### config.mk
export PLATFORM = sky130hd
export DESIGN_NAME = tick_sched
export DESIGN_NICKNAME = d
export VERILOG_FILES = /design/src/rtl/tick_sched_pkg.sv /design/src/rtl/tick_chan.sv /design/src/rtl/tick_sched.sv
export SDC_FILE = /design/constraint.sdc
export NUM_CORES = 1
export LEC_CHECK = 0
export BUFFER_PORTS_ARGS = -buffer_cell sky130_fd_sc_hd__buf_2
export CORE_MARGIN = 3
export CORE_UTILIZATION = 30
export DETAILED_ROUTE_END_ITERATION = 12
export PLACE_DENSITY = 0.53
export SLEW_MARGIN = 15
export SYNTH_ARGS = -nofsm -noshare
export SYNTH_HDL_FRONTEND = slang
export SYNTH_SLANG_ARGS = --single-unit
### constraint.sdc
create_clock -name clk -period 2.5 [get_ports clk]
set_input_delay 0.5 -clock clk [delete_from_list [all_inputs] [get_ports clk]]
set_output_delay 0.5 -clock clk [all_outputs]
set_load 0.005 [all_outputs]
### src/rtl/tick_sched_pkg.sv
// Shared types and defaults for the tick scheduler.
// Optional overflow reporting is enabled with the TICK_SCHED_OVF_EN macro.
package tick_sched_pkg;

   typedef enum logic {IDLE, RUN} state_t;

   localparam int NCH_DEFAULT = 4;
   localparam int DIV_DEFAULT = 21;
   localparam int CW_DEFAULT  = 8;

   // Index width that never collapses to zero bits.
   function automatic int clog2_min1(input int n);
      return (n <= 2) ? 1 : $clog2(n);
   endfunction

endpackage

### src/rtl/tick_chan.sv
// One countdown timer channel driven by the shared prescaler tick.
// With TICK_SCHED_OVF_EN defined, an extra sticky overflow flag is kept.
module tick_chan
   import tick_sched_pkg::*;
#(
   parameter int CW = CW_DEFAULT
) (
   input  logic          clk,
   input  logic          rst,
   input  logic          tick,
   input  logic          wr_en,
   input  logic [CW-1:0] wr_load,
   input  logic          wr_periodic,
   input  logic          ack,
   output logic          active,
   output logic          pend,
   output logic          expire,
   output logic          periodic
`ifdef TICK_SCHED_OVF_EN
   ,output logic         ovf
`endif
);

   logic [CW-1:0] count_reg;
   logic [CW-1:0] reload_reg;
   logic          periodic_reg;
   logic          active_reg;
   logic          pend_reg;

   // Writes never coincide with a tick (the port stalls then), but a write
   // is still given priority so a restart never reports the old count.
   assign expire   = tick && active_reg && !wr_en && (count_reg == CW'(1));
   assign active   = active_reg;
   assign pend     = pend_reg;
   assign periodic = periodic_reg;

   // Countdown, reload and enable state of the channel.
   always_ff @(posedge clk or posedge rst) begin
      if (rst) begin
         count_reg    <= '0;
         reload_reg   <= '0;
         periodic_reg <= 1'b0;
         active_reg   <= 1'b0;
      end else if (wr_en) begin
         if (wr_load != '0) begin
            count_reg    <= wr_load;
            reload_reg   <= wr_load;
            periodic_reg <= wr_periodic;
            active_reg   <= 1'b1;
         end else begin
            count_reg  <= '0;
            active_reg <= 1'b0;
         end
      end else if (tick && active_reg) begin
         if (count_reg == CW'(1)) begin
            if (periodic_reg) begin
               count_reg <= reload_reg;
            end else begin
               count_reg  <= '0;
               active_reg <= 1'b0;
            end
         end else begin
            count_reg <= count_reg - CW'(1);
         end
      end
   end

   // Sticky pending flag; a new expiry beats an acknowledge on the same edge.
   always_ff @(posedge clk or posedge rst) begin
      if (rst) begin
         pend_reg <= 1'b0;
      end else begin
         pend_reg <= expire | (pend_reg & ~ack);
      end
   end

`ifdef TICK_SCHED_OVF_EN
   logic ovf_reg;
   logic ovf_set;

   assign ovf_set = expire && pend_reg && !ack;
   assign ovf     = ovf_reg;

   // Sticky overflow flag: expiry while the previous one is still unacked.
   always_ff @(posedge clk or posedge rst) begin
      if (rst) begin
         ovf_reg <= 1'b0;
      end else begin
         ovf_reg <= ovf_set | (ovf_reg & ~ack);
      end
   end
`endif

endmodule

### src/rtl/tick_sched.sv
// Shared-prescaler timer scheduler: one divider, NCH countdown channels,
// single valid/ready configuration port, sticky expiry flags.
// Define TICK_SCHED_OVF_EN to add the exp_ovf output.
module tick_sched
   import tick_sched_pkg::*;
#(
   parameter int NCH = NCH_DEFAULT,
   parameter int DIV = DIV_DEFAULT,
   parameter int CW  = CW_DEFAULT
) (
   input  logic                        clk,
   input  logic                        rst,
   input  logic                        req_valid,
   output logic                        req_ready,
   input  logic [clog2_min1(NCH)-1:0]  req_ch,
   input  logic [CW-1:0]               req_load,
   input  logic                        req_periodic,
   input  logic [NCH-1:0]              exp_ack,
   output logic [NCH-1:0]              exp_pend,
   output logic [NCH-1:0]              active,
   output logic                        running
`ifdef TICK_SCHED_OVF_EN
   ,output logic [NCH-1:0]             exp_ovf
`endif
);

   localparam int IW = clog2_min1(NCH);
   localparam int PW = clog2_min1(DIV);
   localparam logic [PW-1:0] CNT_LAST = PW'(DIV - 1);

   state_t        state_reg, state_next;
   logic [PW-1:0] cnt_reg, cnt_next;
   logic          tick;
   logic          accept;
   logic          load_nz;
   logic          start;
   logic [NCH-1:0] wr_en;
   logic [NCH-1:0] expire;
   logic [NCH-1:0] periodic;
   logic [NCH-1:0] post_active;

   assign tick      = (state_reg == RUN) && (cnt_reg == CNT_LAST);
   assign req_ready = !tick;
   assign accept    = req_valid && req_ready;
   assign load_nz   = (req_load != '0);
   // Out-of-range channel numbers match no channel and so start nothing.
   assign start     = (|wr_en) && load_nz;
   assign running   = (state_reg == RUN);

   for (genvar gi = 0; gi < NCH; gi++) begin : g_chan
      assign wr_en[gi] = accept && (req_ch == IW'(gi));

      tick_chan #(.CW(CW)) u_chan (
         .clk         (clk),
         .rst         (rst),
         .tick        (tick),
         .wr_en       (wr_en[gi]),
         .wr_load     (req_load),
         .wr_periodic (req_periodic),
         .ack         (exp_ack[gi]),
         .active      (active[gi]),
         .pend        (exp_pend[gi]),
         .expire      (expire[gi]),
         .periodic    (periodic[gi])
`ifdef TICK_SCHED_OVF_EN
         ,.ovf        (exp_ovf[gi])
`endif
      );

      // Channel activity as it will be after this edge.
      assign post_active[gi] = wr_en[gi] ? load_nz
                             : (active[gi] && !(expire[gi] && !periodic[gi]));
   end

   // Prescaler phase and run/idle state registers.
   always_ff @(posedge clk or posedge rst) begin
      if (rst) begin
         state_reg <= IDLE;
         cnt_reg   <= '0;
      end else begin
         state_reg <= state_next;
         cnt_reg   <= cnt_next;
      end
   end

   // Start on the first non-zero write, stop once no channel remains active.
   always_comb begin
      state_next = state_reg;
      cnt_next   = cnt_reg;
      case (state_reg)
         IDLE: begin
            cnt_next = '0;
            if (start) begin
               state_next = RUN;
            end
         end
         RUN: begin
            if (post_active == '0) begin
               state_next = IDLE;
               cnt_next   = '0;
            end else if (cnt_reg == CNT_LAST) begin
               cnt_next = '0;
            end else begin
               cnt_next = cnt_reg + PW'(1);
            end
         end
         default: begin
            state_next = IDLE;
            cnt_next   = '0;
         end
      endcase
   end

endmodule

; ---- Word level (Yosys, flattened, before mapping)
; Index checks and enable logic that the tools add are counted.
; Widths: inputs -> output; s select.
[totals]
reg_bits = 82
wordCells = 156
[op_classes]
addsub = 5
eq_ne = 12
n_mux = 44
n_bitwise = 13
n_reduce_logical = 60
[op_table]
columns = op, n
row1 = $mux 8, 17
row2 = $eq 8x1->1 const B, 4
row3 = $sub 8x1->8 const B, 4
row4 = $logic_and 1x1->1, 27
row5 = $mux 1, 23
row6 = $reduce_bool 2->1, 8
row7 = $logic_not 1->1, 13
row8 = $reduce_and 3->1, 4
row9 = $mux 5, 2
row10 = $pmux 5 s2, 1
row11 = $ne 2x1->1 const B, 4
row12 = $reduce_and 2->1, 4
row13 = $reduce_bool 8->1, 1
row14 = $add 5x1->5 const B, 1
row15 = $eq 5x5->1 const B, 1
row16 = $not 1->1, 5
row17 = $and 1x1->1, 4
row18 = $eq 2x2->1 const B, 2
row19 = $logic_not 4->1, 1
row20 = $or 1x1->1, 4
row21 = $reduce_or 4->1, 1
row22 = $eq 2x1->1 const B, 1
row23 = $logic_not 2->1, 1
row24 = $pmux 1 s2, 1

; ---- Longest topological paths before layout
[depth]
depth_word = 15
ltp_mapped = 10
mapped_depth_nobuf = 7

; ---- Hierarchy
; Synthesis repeated with hierarchy kept, for this count alone.
[unflattened]
cells_unflattened = 475
hier_area_um2 = 4704.5
[modules_own_cells]
columns = module, n_inst, cells_each, area_each_um2
row1 = tick_chan, 4, 104, 1046.0
row2 = tick_sched, 1, 59, 520.5

; ---- Worst setup path after synthesis
; Ideal clock, no wire load.
[synth_timing]
path_kind = reg2reg
from = register g_chan[1].u_chan.count_reg[1]
to = register cnt_reg[2]
setup_ns = 0.139
t_arrival_ns = 2.326
required_time_ns = 2.361
slack_ns = 0.035
path_stages_with_launch = 10
path_buffers = 2
path_cell_list = dfrtp_1 > inv_1 > ha_1 > or4b_1 > buf_2 > or2_0 > buf_6 > o311a_4 > o41ai_4 > nor3_1
[synth_via]
elab_chain_len = 9
[synth_lines]
columns = element, line
row1 = "start, declared", tick_chan.sv:24  ; logic [CW-1:0] count_reg;
row2 = "start signal, assigned", tick_chan.sv:46  ; count_reg <= wr_load;
row3 = "start signal, assigned", tick_chan.sv:57  ; count_reg <= reload_reg;
row4 = "start signal, assigned", tick_chan.sv:63  ; count_reg <= count_reg - CW'(1);
row5 = $eq 8x1->1, tick_chan.sv:32  ; assign expire = tick && active_reg && !wr_en && (count_reg == CW'(1));
row6 = $logic_and 1x1->1, tick_chan.sv:32
row7 = $logic_and 1x1->1, tick_sched.sv:72  ; : (active[gi] && !(expire[gi] && !periodic[gi]));
row8 = $logic_not 1->1, tick_sched.sv:72
row9 = $logic_and 1x1->1, tick_sched.sv:72
row10 = $mux 1, tick_sched.sv:71  ; assign post_active[gi] = wr_en[gi] ? load_nz
row11 = $logic_not 4->1, tick_sched.sv:98  ; if (post_active == '0) begin
row12 = $mux 5, tick_sched.sv:98
row13 = $pmux 5 s2, tick_sched.sv:90  ; case (state_reg)
row14 = via cnt_next[2], tick_sched.sv:32  ; logic [PW-1:0] cnt_reg, cnt_next;
row15 = "end signal, assigned", tick_sched.sv:82  ; cnt_reg <= cnt_next;
row16 = "end, declared", tick_sched.sv:32
; The timed path passes the listed nets, and every way through them passes these cells.
; A chain may end at the register's enable or synchronous reset.

; ---- Worst setup path after layout
[layout_timing]
from = register g_chan[1].u_chan.count_reg[1]
to = register cnt_reg[3]
; Same word-level chain as after synthesis.

==> reports/qor.csv <==
metric,value,unit
dieWidth,127,um
ys_seq_elements,82,
finalSetupViolations,0,
routed_wl,12100,um
cpPeakStageDelay,0.46,ns
worst_hold_path_type,input pin to async pin,
synth_top_area_share,0.466,
cp-end-kind,register,
clock-skew-final,0.0126,ns
clkTransAtPathRegs,0.06,ns
drive_above_1_share,0.195,
die-area,16200,um2
postSynthAreaPerCell,9.75,um2
synth_cell_type_count,60,
dieHeight,127,um
synth_area_leaders,"dfrtp_1 47%, a22o_1 4.8%, a21oi_1 3.8%",
root_buffer,clkbuf_16,
gr-usage-all-layers,0.156,
crit_path_cell_trace,inv_1 > ha_1 > or4b_1 > or2_0 > o311a_4 > o41ai_4 > buf_4 > nor3_1,
synth_top_family_by_area,compound AO/OA/AOI/OAI gates,
fin_crit_sh,0.945,
grt_overflow,0,
yosys-top-cells-count,"82 x dfrtp_1, 42 x nand2_1, 33 x a21oi_1",
crit_arrival,2.59,ns
synth_top_cell_by_area,dfrtp_1,
worstSkewPairLatency,0.35,ns
worst_pin_slew,0.675,ns
rows,43,
multiInputGateArea,2130,um2
via_per_inst,5.51,
ir_drop,0.379,mV
cp.required,2.73,ns
antenna_found_initial,0,
cts_buffer_depth,2,
fillers,1428,
worstPathMaxFanout,6,
h-tree-depth,3,
cts.sinks,82,
io_pins,28,
nets,521,
grt_max_degree,83,
grt_setup_unrepaired,no,
drtIter0Drc,402,
cp-start-kind,register,
synth.most_common_cell,dfrtp_1,
synthSimpleGateAreaFrac,0.152,
crit_path_top_delay_cell,or4b_1,
use_met2,0.224,
yosysSeqAreaShare,0.466,
synthXorXnorAreaFrac,0.0299,
grt_util_met3,0.0334,
diodes,0,
ant_nets,0,
synthCells,451,
routed-via-count,3736,
drt-wirelength-per-cell,17.8,um
syn_area,4400,um2
cts-buffers-inserted,9,
fin_tns_setup,0,ns
cellLeakagePower,2.30,nW
ys_async_sr_fraction,1.00,
register_area,2050,um2
hold_buffers,0,
drv_cap,0,
busiest_layer,met1,
p_per_area,794,nW/um2
cts_tree,yes,
synth_compound_area_frac,0.253,
slew_violations,0,
synth_ff_type,dfrtp_1,
dp_hpwl,8300,um
portBuffers,27,
drt-pass1-iter-count,4,
ys.warnings.count,0,
start_util,0.312,
areaGrowthSynthToFinish,18.9,%
slew_headroom,0.549,
max_freq,0.423,GHz
coreArea,14100,um2
drcViolationCount,0,
syn_nets,479,
grtUsageMet1,0.224,
synth-edff-count,0,
status,completed,
hold_viol_final,0,
grt_pass1_wl,19800,um
gp_congestion,0.837,
fin_crit,2.36,ns
synthMuxAreaShare,0.0148,
grt_pass1_vias,3660,
synth_fa_ha_area_frac,0.0284,
worstSetupPathType,register to register,
hold-worst-slack,0.258,ns
==> cell families after synthesis <==
| family | count (synthesis) |
|---|---|
| AOI/OAI and AO/OA | 152 |
| xor gates and xnor gates | 15 |
| adders and majority gates | 10 |
| buffers and inverters | 55 |
| DFF | 82 |
| muxes | 6 |
| and+or+nand+nor | 131 |
==> routing by layer <==
metal | part of all wire | up-vias
met3 | 0.061 | 21
met5 | 0 | -
met2 | 0.43 | 109
li1 | - | 1760
met4 | 0.028 | 0
met1 | 0.48 | 1846
==> stage by stage <==
step                       util  std cells  area [um2]  power, mW  worst slack, ns
final                     0.371        678        5230       4.15            0.139
after global routing      0.371        678        5230       4.42           0.0242
after CTS                 0.369        678        5200       4.18           0.0949
after detailed placement  0.348        662        4900       2.80           0.0692
after global placement    0.348        662        4900       2.77            0.100
after floorplan               -        451        4400       2.46           0.0349
==> where the power goes <==
part / total, mW / internal (mW) / switching, mW / leakage, nW
logic: 0.975 / 0.485 / 0.490 / 1.14
clock network: 1.37 / 0.801 / 0.564 / 0.145
registers: 1.81 / 1.56 / 0.257 / 1.02
total: 4.15 / 2.84 / 1.31 / 2.30
==> critical path: cells and delay by family, from the launching register on <==
kind / cells / cell delay [ns]
AO/OA/AOI/OAI: 2 / 0.65
adder cells (fa/ha/maj): 1 / 0.16
flip-flops: 1 / 0.38
buffers and inverters: 2 / 0.27
AND/OR/NAND/NOR: 3 / 0.79
==> area by class of cell <==
type / count / share of cell area
Inverter: 19 / 0.0144
Clock buffer: 10 / 0.0457
Sequential cell: 82 / 0.392
Clock inverter: 6 / 0.0122
Multi-Input combinational cell: 314 / 0.407
Timing Repair Buffer: 67 / 0.0856
Tap cell: 180 / 0.0431
==> repair_timing <==
| item | CTS | global route |
|---|---|---|
| buffers inserted | 0 | 0 |
| endpoints found under the setup margin | 0 | 11 |
| resized for setup | 0 | 4 |
==> layout by cell type (no fill, tap or decap), types with 2 or more instances in the layout <==
cell and n:
nand2_1 42, a22o_1 24, a221o_1 14, ha_1 10, a21oi_1 32, clkbuf_16 9
nand3b_1 4, or3_1 3, nor4_1 3, nand3_1 12, nor3b_1 5, o22ai_1 6
inv_1 18, o31ai_1 3, and2_1 3, a31oi_1 12, o41ai_4 2, o211ai_1 7
o2bb2ai_1 2, nor2b_1 2, mux2i_1 2, nor2_1 22, nor3_1 12, clkinvlp_4 3
o21ai_0 17, buf_2 27, dfrtp_1 82, xor2_1 4, or4_1 4, xnor2_1 11
a22oi_1 11, nand2b_1 5, mux2_2 4, buf_4 39, a211oi_1 9, a311oi_1 3
clkinv_2 2
==> worst paths after layout <==
check | start | end | slack (ns) | depth (start not counted)
setup / recovery | g_chan[1].u_chan.count_reg[1]$_DFFE_PP0P_ | cnt_reg[3]$_DFF_PP0_ | 0.14 | 8
hold reg to reg | g_chan[3].u_chan.reload_reg[0]$_DFFE_PP0P_ | g_chan[3].u_chan.reload_reg[0]$_DFFE_PP0P_ | 0.48 | 2
hold / removal | rst | g_chan[2].u_chan.reload_reg[4]$_DFFE_PP0P_ | 0.26 | 3
min in group clk | exp_ack[1] | g_chan[1].u_chan.pend$_DFF_PP0_ | 0.34 | 2
setup reg to reg | g_chan[1].u_chan.count_reg[1]$_DFFE_PP0P_ | cnt_reg[3]$_DFF_PP0_ | 0.14 | 8
max in group asynchronous | rst | g_chan[3].u_chan.count_reg[5]$_DFFE_PP0P_ | 1.86 | 3
Note: power is estimated with default switching activity, not from simulation.
